<file path="src/rtl/tdc_capture_decoder_if.sv">
// tdc_capture_decoder_if: tap/start inputs and measurement result bundle for the TDC decoder.
interface tdc_capture_decoder_if #(parameter int TAPS = 64);
  localparam int CW = $clog2(TAPS + 1);
  logic [TAPS-1:0] tap;
  logic start;
  logic busy;
  logic valid;
  logic [CW-1:0] code;
  logic err;
  logic ovf;
  modport master(output tap, start, input busy, valid, code, err, ovf);
  modport slave(input tap, start, output busy, valid, code, err, ovf);
endinterface

</file>
<file path="src/rtl/tdc_capture_decoder.sv">
// tdc_capture_decoder: synchronises delay-line taps, decodes edge position and averages 2^AVG_LOG2 samples.
module tdc_capture_decoder #(
  parameter int TAPS = 64,
  parameter int SYNC_STAGES = 2,
  parameter int AVG_LOG2 = 4
) (
  input logic clk,
  input logic rst,
  tdc_capture_decoder_if.slave bus
);
  localparam int CW = $clog2(TAPS + 1);
  localparam int AW = CW + AVG_LOG2;
  localparam int NS = 1 << AVG_LOG2;
  localparam int KW = AVG_LOG2 + $clog2(SYNC_STAGES + 2) + 1;
  typedef enum logic [1:0] {IDLE, SETTLE, ACC, DONE} state_t;
  state_t state, state_d;
  logic [TAPS-1:0] sync_q [SYNC_STAGES];
  logic [CW-1:0] dec_code, code_q, code_o;
  logic dec_bub, dec_ovf, found, bub_q, ovf_q;
  logic [KW-1:0] cnt;
  logic [AW-1:0] acc, acc_nxt;
  logic err_acc, ovf_acc, err_o, ovf_o, valid_o;
  always_ff @(posedge clk) begin
    if (rst) begin
      for (int k = 0; k < SYNC_STAGES; k++) sync_q[k] <= '0;
    end else begin
      sync_q[0] <= bus.tap;
      for (int k = 1; k < SYNC_STAGES; k++) sync_q[k] <= sync_q[k-1];
    end
  end
  // code = index of the first zero tap; any one above it is a bubble
  always_comb begin
    dec_code = CW'(TAPS);
    dec_bub = 1'b0;
    found = 1'b0;
    for (int i = 0; i < TAPS; i++) begin
      if (!found && !sync_q[SYNC_STAGES-1][i]) begin
        dec_code = CW'(i);
        found = 1'b1;
      end else if (found && sync_q[SYNC_STAGES-1][i]) dec_bub = 1'b1;
    end
    dec_ovf = &sync_q[SYNC_STAGES-1];
  end
  always_ff @(posedge clk) begin
    if (rst) begin
      code_q <= '0;
      bub_q <= 1'b0;
      ovf_q <= 1'b0;
    end else begin
      code_q <= dec_code;
      bub_q <= dec_bub;
      ovf_q <= dec_ovf;
    end
  end
  always_ff @(posedge clk) state <= rst ? IDLE : state_d;
  always_comb begin
    state_d = state;
    unique case (state)
      IDLE: state_d = bus.start ? SETTLE : IDLE;
      SETTLE: state_d = (cnt == KW'(SYNC_STAGES)) ? ACC : SETTLE;
      ACC: state_d = (cnt == KW'(NS - 1)) ? DONE : ACC;
      default: state_d = IDLE;
    endcase
  end
  assign acc_nxt = acc + AW'(code_q);
  always_ff @(posedge clk) begin
    if (rst) begin
      cnt <= '0;
      acc <= '0;
      err_acc <= 1'b0;
      ovf_acc <= 1'b0;
      code_o <= '0;
      err_o <= 1'b0;
      ovf_o <= 1'b0;
      valid_o <= 1'b0;
    end else begin
      cnt <= (state_d != state) ? '0 : cnt + 1'b1;
      valid_o <= state_d == DONE;
      if (state == IDLE) begin
        acc <= '0;
        err_acc <= 1'b0;
        ovf_acc <= 1'b0;
      end
      if (state == ACC) begin
        acc <= acc_nxt;
        err_acc <= err_acc | bub_q;
        ovf_acc <= ovf_acc | ovf_q;
      end
      // results latch on entry to DONE so they coincide with the VALID strobe
      if (state == ACC && state_d == DONE) begin
        code_o <= acc_nxt[AW-1:AVG_LOG2];
        err_o <= err_acc | bub_q;
        ovf_o <= ovf_acc | ovf_q;
      end
    end
  end
  assign bus.busy = (state == SETTLE) || (state == ACC);
  assign bus.valid = valid_o;
  assign bus.code = code_o;
  assign bus.err = err_o;
  assign bus.ovf = ovf_o;
endmodule
</file>
<file path="src/flat_wrapper.sv">
// flat-port wrapper written by rule: the top's interface ports become plain ports
module tdc_capture_decoder_flat 
#(
  parameter int TAPS = 64,
  parameter int SYNC_STAGES = 2,
  parameter int AVG_LOG2 = 4
)
  (clk, rst, bus_tap, bus_start, bus_busy, bus_valid, bus_code, bus_err, bus_ovf);
  tdc_capture_decoder_if #(.TAPS(TAPS)) bus_i ();
  input logic clk;
  input logic rst;
  input wire logic [$bits(bus_i.tap)-1:0] bus_tap;
  input wire logic [$bits(bus_i.start)-1:0] bus_start;
  output wire logic [$bits(bus_i.busy)-1:0] bus_busy;
  output wire logic [$bits(bus_i.valid)-1:0] bus_valid;
  output wire logic [$bits(bus_i.code)-1:0] bus_code;
  output wire logic [$bits(bus_i.err)-1:0] bus_err;
  output wire logic [$bits(bus_i.ovf)-1:0] bus_ovf;
  assign bus_i.tap = bus_tap;
  assign bus_i.start = bus_start;
  assign bus_busy = bus_i.busy;
  assign bus_valid = bus_i.valid;
  assign bus_code = bus_i.code;
  assign bus_err = bus_i.err;
  assign bus_ovf = bus_i.ovf;
  tdc_capture_decoder #(.TAPS(TAPS), .SYNC_STAGES(SYNC_STAGES), .AVG_LOG2(AVG_LOG2)) u_core (.clk(clk), .rst(rst), .bus(bus_i));
endmodule
</file>
<file path="config.mk">
export PLATFORM = sky130hd
export DESIGN_NAME = tdc_capture_decoder_flat
export DESIGN_NICKNAME = d
export VERILOG_FILES = /design/src/rtl/tdc_capture_decoder_if.sv /design/src/rtl/tdc_capture_decoder.sv /design/src/flat_wrapper.sv
export SDC_FILE = /design/constraint.sdc
export NUM_CORES = 1
export LEC_CHECK = 0
export ABC_AREA = 1
export ABC_CLOCK_PERIOD_IN_PS = 4200
export CORE_ASPECT_RATIO = 1.5
export CORE_MARGIN = 1
export CORE_UTILIZATION = 45
export DETAILED_ROUTE_END_ITERATION = 8
export PLACE_DENSITY = 0.64
export SYNTH_ARGS = -nofsm -noshare
export SYNTH_HDL_FRONTEND = slang
export SYNTH_SLANG_ARGS = --single-unit
</file>
<file path="constraint.sdc">
create_clock -name clk -period 4.2 [get_ports clk]
set_input_delay 1.26 -clock clk [delete_from_list [all_inputs] [get_ports clk]]
set_output_delay 1.26 -clock clk [all_outputs]
set_load 0.1 [all_outputs]
</file>
==> results of run 1 <==
[Yosys cell counts, types with 10 or more instances]
library cell and number:
sky130_fd_sc_hd__o21ai_0 39, sky130_fd_sc_hd__a21oi_1 42, sky130_fd_sc_hd__nand2_1 86, sky130_fd_sc_hd__nor3_1 16, sky130_fd_sc_hd__dfxtp_1 169, sky130_fd_sc_hd__nor2_1 182, sky130_fd_sc_hd__clkbuf_1 16, sky130_fd_sc_hd__nand4_1 16
sky130_fd_sc_hd__or2_2 10, sky130_fd_sc_hd__ha_1 13, sky130_fd_sc_hd__inv_1 214, sky130_fd_sc_hd__nand3_1 29
[through the flow]
step | setup slack (ps) | std cells
finish | 457 | 1224
global route | -35.1 | 1224
CTS | 436 | 1223
detailed placement | 470 | 1192
global placement | 627 | 1192
floorplan | 914 | 933
[routing by layer]
metal	part of all wire [%]	up-vias	global-route usage, %
met5	0	-	0
met4	2.6	0	9.39
met3	2.3	31	3.51
met2	53	86	33.2
met1	42	2527	18.2
li1	-	3049	-
[worst max-delay path: cells and delay by family (launching register included)]
kind	cells	cell delay (ps)
buf+inv	1	130
simple gates	28	3020
flops	1	370
compound gates	1	90
[final cells by class]
type | instances | area [um2]
Sequential cell | 169 | 3390
Clock buffer | 20 | 467
Multi-Input combinational cell | 527 | 2830
Timing Repair Buffer | 81 | 796
Inverter | 217 | 815
Fill cell | 1413 | 6510
Clock inverter | 11 | 160
Tap cell | 199 | 249
[how the worst max path moves through the flow]
stage	start	to	slack, ps	cells after the start
2_1_floorplan	u_core.sync_q[0][65]	u_core.code_q[6]	910	27
3_3_place_gp	u_core.sync_q[0][64]	u_core.bub_q	630	29
3_5_place_dp	u_core.sync_q[0][65]	u_core.bub_q	470	29
4_1_cts	u_core.sync_q[0][64]	u_core.code_q[0]	440	29
5_1_grt	u_core.sync_q[0][64]	u_core.code_q[5]	-40	29
6_report	u_core.sync_q[0][67]	u_core.bub_q	460	30
[repair_timing]
item / CTS / global route
hold endpoints to repair: 0 / 0
resized for setup: 0 / 8
setup buffers: 0 / 1
setup endpoints to repair: 0 / 5
[report_power, final]
group	leakage (nW)	total, mW	internal [mW]	switching (mW)
combinational	2.24	0.209	0.0984	0.110
sequential	1.39	1.71	1.67	0.0412
clock	0.302	1.63	0.993	0.640
[layout by cell type, fill, tap and decap left out, types with 5 or more instances in the layout]
cell / count
sky130_fd_sc_hd__xor2_1: 8
sky130_fd_sc_hd__or2_2: 10
sky130_fd_sc_hd__nor2_4: 8
sky130_fd_sc_hd__ha_1: 13
sky130_fd_sc_hd__clkdlybuf4s50_1: 75
sky130_fd_sc_hd__nand4_2: 6
sky130_fd_sc_hd__nand2_1: 86
sky130_fd_sc_hd__nor2_2: 7
sky130_fd_sc_hd__o2111ai_1: 5
sky130_fd_sc_hd__dfxtp_1: 167
sky130_fd_sc_hd__a21oi_1: 42
sky130_fd_sc_hd__inv_1: 214
sky130_fd_sc_hd__nor3_1: 16
sky130_fd_sc_hd__nor2_1: 181
sky130_fd_sc_hd__clkbuf_16: 17
sky130_fd_sc_hd__buf_4: 6
sky130_fd_sc_hd__nand4_1: 16
sky130_fd_sc_hd__o21ai_0: 39
sky130_fd_sc_hd__nand3_1: 29
[flip-flops by register name, summed over array words and instances (netlist names), 2 cells and up]
name             flops
u_core.bus.code      7
u_core.sync_q      128
u_core.cnt           7
u_core.state         2
u_core.code_q        7
u_core.acc          11
[cell families after synthesis]
logic type                 count (synthesis)  synth area share [%]
and+or+nand+nor                          386                  26.0
adders and majority gates                 14                  2.58
xor gates and xnor gates                   9                  1.11
AOI/OAI and AO/OA                        118                  9.87
DFF                                      169                  47.8
buffers and inverters                    237                  12.6
==> out/results.txt, run 1 <==
Outcome - finished clean
Post-synth top flop - sky130_fd_sc_hd__dfxtp_1
R2r startpoint - u_core.sync_q[0][67]
Warnings, synthesis - 0
Fraction of the core area covered by cells at the end of the flow - 57.2%
CTS tree - yes
Kind of critical path - reg2reg
Capture point of the worst reg-to-reg path - u_core.bub_q
Summed negative setup slack over all endpoints - 0 ps
Post-DP HPWL - 10.0 mm
Synth Register Bits - 169
Class of the most critical hold timing path - reg2reg
Routed vias/inst - 4.65
Number of max-cap violations - 0
Via count of the first global-routing pass - 5422
Final worst clock skew - 7.25 ps
Worst Tran Pin Value - 971 ps
Drt drc - 0
Sequential-to-total area share from yosys stat - 47.8%
Required time reported for the critical path endpoint - 4480 ps
Antenna violations before repair - 0
Leftover overflow at the end of global routing - 0
Leakage power - 3.93 nW
Number of hold-slack violations in the final timing report - 0
PnR Total Power - 3.55 mW
All-layer global routing usage - 17.6%
Worst relative slew slack - 35.0%
Pwr dens - 408 nW/um2
Most area-hungry cell type in the Yosys netlist - sky130_fd_sc_hd__dfxtp_1
IR Drop Worst-Case VDD - 239 uV
Clock-pin slew on the worst setup and hold paths - 70 ps
Maximum number of buffers from clock root to sink - 2
Detail Route Antenna Nets - 0
Cell Area, Placed - 8030 um2
Core area - 15200 um2
Kind of end point of the critical path - flip-flop
Final worst-path cycle share - 89.1%
Sink of the worst hold path - u_core.sync_q[0][95]
Share of layout cells above drive strength 1 - 8.59%
Synth Instances - 933
First-pass iteration count of the detailed router - 5
Worst R2R Setup Slack - 460 ps
Launching element type of the critical path - flip-flop
Final instance area - 8700 um2
Number of buffers created by CTS - 17
Total via count after detailed routing - 5693
Worst hold margin - 393 ps
Die Span X - 104 um
Fraction of post-synthesis cell area in the top cell type by area - 47.8%
Netlist area before placement - 7070 um2
Htree depth - 4
Synth unique cells - 52
Detailed Route Iter0 Violations - 184
Final period demand of the worst path - 3740 ps
Slowest cell on the critical path - sky130_fd_sc_hd__dfxtp_1
Maximum clock frequency - 267 MHz
Average footprint of a synthesized cell - 7.58 um2
Placement row count - 55
Hold Path Cell Cnt - 2
Ports - 78
Max-slew violation total from the final report - 0
Height of the chip - 156 um
Data arrival, critical path - 4030 ps
Die ar. - 16200 um2
Largest fanout on the critical path - 4
Number of flops mapped to enable cells by yosys - 0
N_diodes - 0
Count of nets after finishing - 1094
Quantity of hold-fixing buffers added after cts - 0
Synthesis-to-layout area growth - 23.0%
Overall routed net length - 13.5 mm
Clock sinks - 169
First-pass GRT wire length - 23.1 mm
Initial core utilization - 46.5%
IO Port Bufs - 77
Insertion delay to the later sink of the worst-skew pair - 410 ps
Root buf cell - sky130_fd_sc_hd__clkbuf_16
Hold_sp - u_core.sync_q[0][31]
Detailed-route wire length per cell - 11.0 um
Number of nets in the synthesized netlist - 1014
Cell types occupying the most area after synthesis - sky130_fd_sc_hd__dfxtp_1 (48%), sky130_fd_sc_hd__inv_1 (11%), sky130_fd_sc_hd__nor2_1 (9.7%), sky130_fd_sc_hd__nand2_1 (4.6%), sky130_fd_sc_hd__a21oi_1 (3.0%)
Maximum number of pins on one net before global-route repair - 87
Max incr delay on CP - 370 ps
Share of flip-flops with an asynchronous set or reset after synthesis - 0%
Global placer's final weighted congestion - 0.886
Final setup violation count - 0
Worst r2r path cells - 30
Note: power is estimated with default switching activity, not from simulation.
==> inputs of run 2 (changes only) <==
--- a/config.mk
+++ b/config.mk
@@ -7,10 +7,13 @@
 export LEC_CHECK = 0
 export ABC_AREA = 1
 export ABC_CLOCK_PERIOD_IN_PS = 4200
+export CAP_MARGIN = 20
 export CORE_ASPECT_RATIO = 1.5
 export CORE_MARGIN = 1
 export CORE_UTILIZATION = 45
+export CTS_BUF_LIST = sky130_fd_sc_hd__clkbuf_4
 export DETAILED_ROUTE_END_ITERATION = 8
+export GPL_TIMING_DRIVEN = 1
 export PLACE_DENSITY = 0.64
 export SYNTH_ARGS = -nofsm -noshare
 export SYNTH_HDL_FRONTEND = slang
==> run 2 against run 1 <==
Compared with the run above:
- routed wire length down 0.97%
- core utilization down 2.0 points
- critical path depth down 1
- non-clock buffer count up 3
- setup slack better by 2.6 ps
- first-iteration DRC count down 0.54%
- clock skew up 20 ps
- flip-flop and latch count unchanged
- maximum frequency about the same
- clock power down 40%
- cell count up 0.33%
- register-to-register slack about the same
==> out/results.txt, run 2 (synthesis gave the netlist of run 1 again) <==
Count of nets after finishing - 1097 (+0.27%)
Clk pwr share - 33.7% (-12 points)
Largest fanout on the critical path - 4 (unchanged)
Internal power - 2.18 mW (-21%)
Worst r2r path cells - 29 (-3.3%)
Worst Tran Pin Value - 971 ps (+0.0172 ps)
Switching power share of the total - 24.6% (+2.3 points)
Maximum number of buffers from clock root to sink - 2 (unchanged)
Worst relative slew slack - 35.0% (about the same)
Worst slack at placement - 470 ps (unchanged)
Global placer's final weighted congestion - 0.886 (unchanged)
Detail Route Antenna Nets - 0 (unchanged)
Detailed-route wire length per cell - 10.9 um (-1.3%)
Launching element type of the critical path - flip-flop
Overall routed net length - 13.3 mm (-0.97%)
IR Drop Worst-Case VDD - 188 uV (-21%)
Max incr delay on CP - 380 ps (about the same)
Kind of critical path - reg2reg
Insertion delay to the later sink of the worst-skew pair - 520 ps (+110 ps)
Antenna violations before repair - 1 (+1)
Drt drc - 0 (unchanged)
Final worst clock skew - 27.3 ps (+20.0 ps)
Worst setup slack after layout - 460 ps (+2.60 ps)
Height of the chip - 156 um (unchanged)
Number of max-cap violations - 0 (unchanged)
Crit path top cell by count - sky130_fd_sc_hd__nor2_4
Detailed Route Iter0 Violations - 183 (-0.54%)
Total via count after detailed routing - 5724 (+0.54%)
Core area - 15200 um2 (unchanged)
Class of the most critical hold timing path - reg2reg
Maximum clock frequency - 267 MHz (about the same)
Fraction of the core area covered by cells at the end of the flow - 55.2% (-2.0 points)
Cell Area, Placed - 8030 um2 (unchanged)
Die Span X - 104 um (unchanged)
Pwr dens - 344 nW/um2 (-16%)
Cell type group with the largest total delay on the critical path - simple AND/OR/NAND/NOR gates
Part of the power in combinational logic - 7.2% (+1.3 points)
Leftover overflow at the end of global routing - 0 (unchanged)
Final instance area - 8400 um2 (-3.5%)
Final worst-path cycle share - 89.1% (about the same)
Via count of the first global-routing pass - 5374 (-0.89%)
Sequential fraction of design power - 59.0% (+11 points)
Routed vias/inst - 4.66 (+0.22%)
Htree depth - 4 (unchanged)
Clock sinks - 169 (unchanged)
Stages on the worst setup path - 29 (-3.3%)
Non-filler instance count after layout - 1228 (+0.33%)
Synthesis-to-layout area growth - 18.8%
Required time reported for the critical path endpoint - 4660 ps (+180 ps)
Number of buffers created by CTS - 17 (unchanged)
First-pass GRT wire length - 22.8 mm (-1.5%)
Count of buffering cells on the critical path with inverters included - 2 (+1)
Post-DP HPWL - 10.0 mm (unchanged)
First-pass iteration count of the detailed router - 4 (-1)
Quantity of hold-fixing buffers added after cts - 0 (unchanged)
Leakage power - 3.80 nW (-3.4%)
Final setup violation count - 0 (unchanged)
Slowest cell on the critical path - sky130_fd_sc_hd__dfxtp_2
Most flop-heavy register - u_core.sync_q
Maximum number of pins on one net before global-route repair - 87 (unchanged)
RSZ-0062 raised after global routing - true
IO Port Bufs - 77 (unchanged)
PnR Total Power - 2.89 mW (-19%)
Placement row count - 55 (unchanged)
Clock-pin slew on the worst setup and hold paths - 130 ps (+60 ps)
Kind of end point of the critical path - flip-flop
Data arrival, critical path - 4200 ps (+170 ps)
Leading cell types in the layout, fill and taps excluded - sky130_fd_sc_hd__inv_1 (214), sky130_fd_sc_hd__nor2_1 (181), sky130_fd_sc_hd__dfxtp_1 (165), sky130_fd_sc_hd__nand2_1 (86), sky130_fd_sc_hd__clkdlybuf4s50_1 (75)
Initial core utilization - 46.5% (unchanged)
All-layer global routing usage - 17.3% (-0.31 points)
Number of hold-slack violations in the final timing report - 0 (unchanged)
Die ar. - 16200 um2 (unchanged)
Outcome - finished clean
Hold Path Cell Cnt - 2 (unchanged)
CTS tree - yes
Max-slew violation total from the final report - 0 (unchanged)
Final period demand of the worst path - 3740 ps (-2.60 ps)
Share of layout cells above drive strength 1 - 8.75% (+0.17 points)
Switching Power - 0.711 mW (-10%)
Most common cell after layout, fill and taps aside - sky130_fd_sc_hd__inv_1
Number of placed instances, taps included - 1192 (unchanged)
Root buf cell - sky130_fd_sc_hd__clkbuf_4
Ports - 78 (unchanged)
Biggest regs - u_core.sync_q x128, u_core.acc x11
Flip-flop count of the largest register, all copies and words added - 128 (unchanged)
## run 2: timing repair
item,CTS,global route
setup endpoints to repair,0,7
gates resized for setup,0,10
buffers inserted,0,4
## run 2: through the flow
step                setup TNS, ps  hold slack (ps)
floorplan                       0              388
global placement                0              391
detailed placement              0              392
CTS                             0              388
global route                -29.8              392
finish                          0              388
## run 2: routing by layer
metal  vias to the layer above  wire length [um]  track usage [%]
met5                         -                 0                0
met4                         0               282             8.57
met3                        23               360             3.63
met2                        98              7080             32.6
met1                      2548              5620             18.0
li1                       3055                 -                -
## run 2: layout make-up
type,count,area (um2)
Fill cell,1445,6810
Sequential cell,169,3390
Multi-Input combinational cell,527,2830
Timing Repair Buffer,84,818
Inverter,217,815
Tap cell,199,249
Clock inverter,14,171
Clock buffer,17,128
Antenna cell,1,2.50
## run 2: worst min-delay path: stages (launching register included)
cell and delay, ps:
sky130_fd_sc_hd__dfxtp_1 310, sky130_fd_sc_hd__inv_1 40, sky130_fd_sc_hd__nor2_1 30
## run 2: final timing paths
| path | start | end | slack [ps] |
|---|---|---|---|
| min reg2reg | u_core.sync_q[0][31] | u_core.sync_q[0][95] | 390 |
| min | u_core.sync_q[0][31] | u_core.sync_q[0][95] | 390 |
| max | u_core.sync_q[0][65] | u_core.code_q[5] | 460 |
| max reg2reg | u_core.sync_q[0][65] | u_core.code_q[5] | 460 |
## run 2: power by group through the flow
stage          clock network, mW  logic [mW]  registers, mW
5_1_grt                     1.08       0.238           1.72
4_1_cts                     1.01       0.212           1.71
6_report                   0.975       0.209           1.71
3_3_place_gp                   0       0.210           1.74
2_1_floorplan                  0       0.123           1.73
3_5_place_dp                   0       0.211           1.74
==> inputs of run 3 (changes only) <==
--- a/config.mk
+++ b/config.mk
@@ -12,6 +12,7 @@
 export CORE_MARGIN = 1
 export CORE_UTILIZATION = 45
 export CTS_BUF_LIST = sky130_fd_sc_hd__clkbuf_4
+export CTS_CLUSTER_DIAMETER = 150
 export DETAILED_ROUTE_END_ITERATION = 8
 export GPL_TIMING_DRIVEN = 1
 export PLACE_DENSITY = 0.64
==> results of run 3 <==
Same layout as run 2: the final DEF is identical, and so are final timing and power.
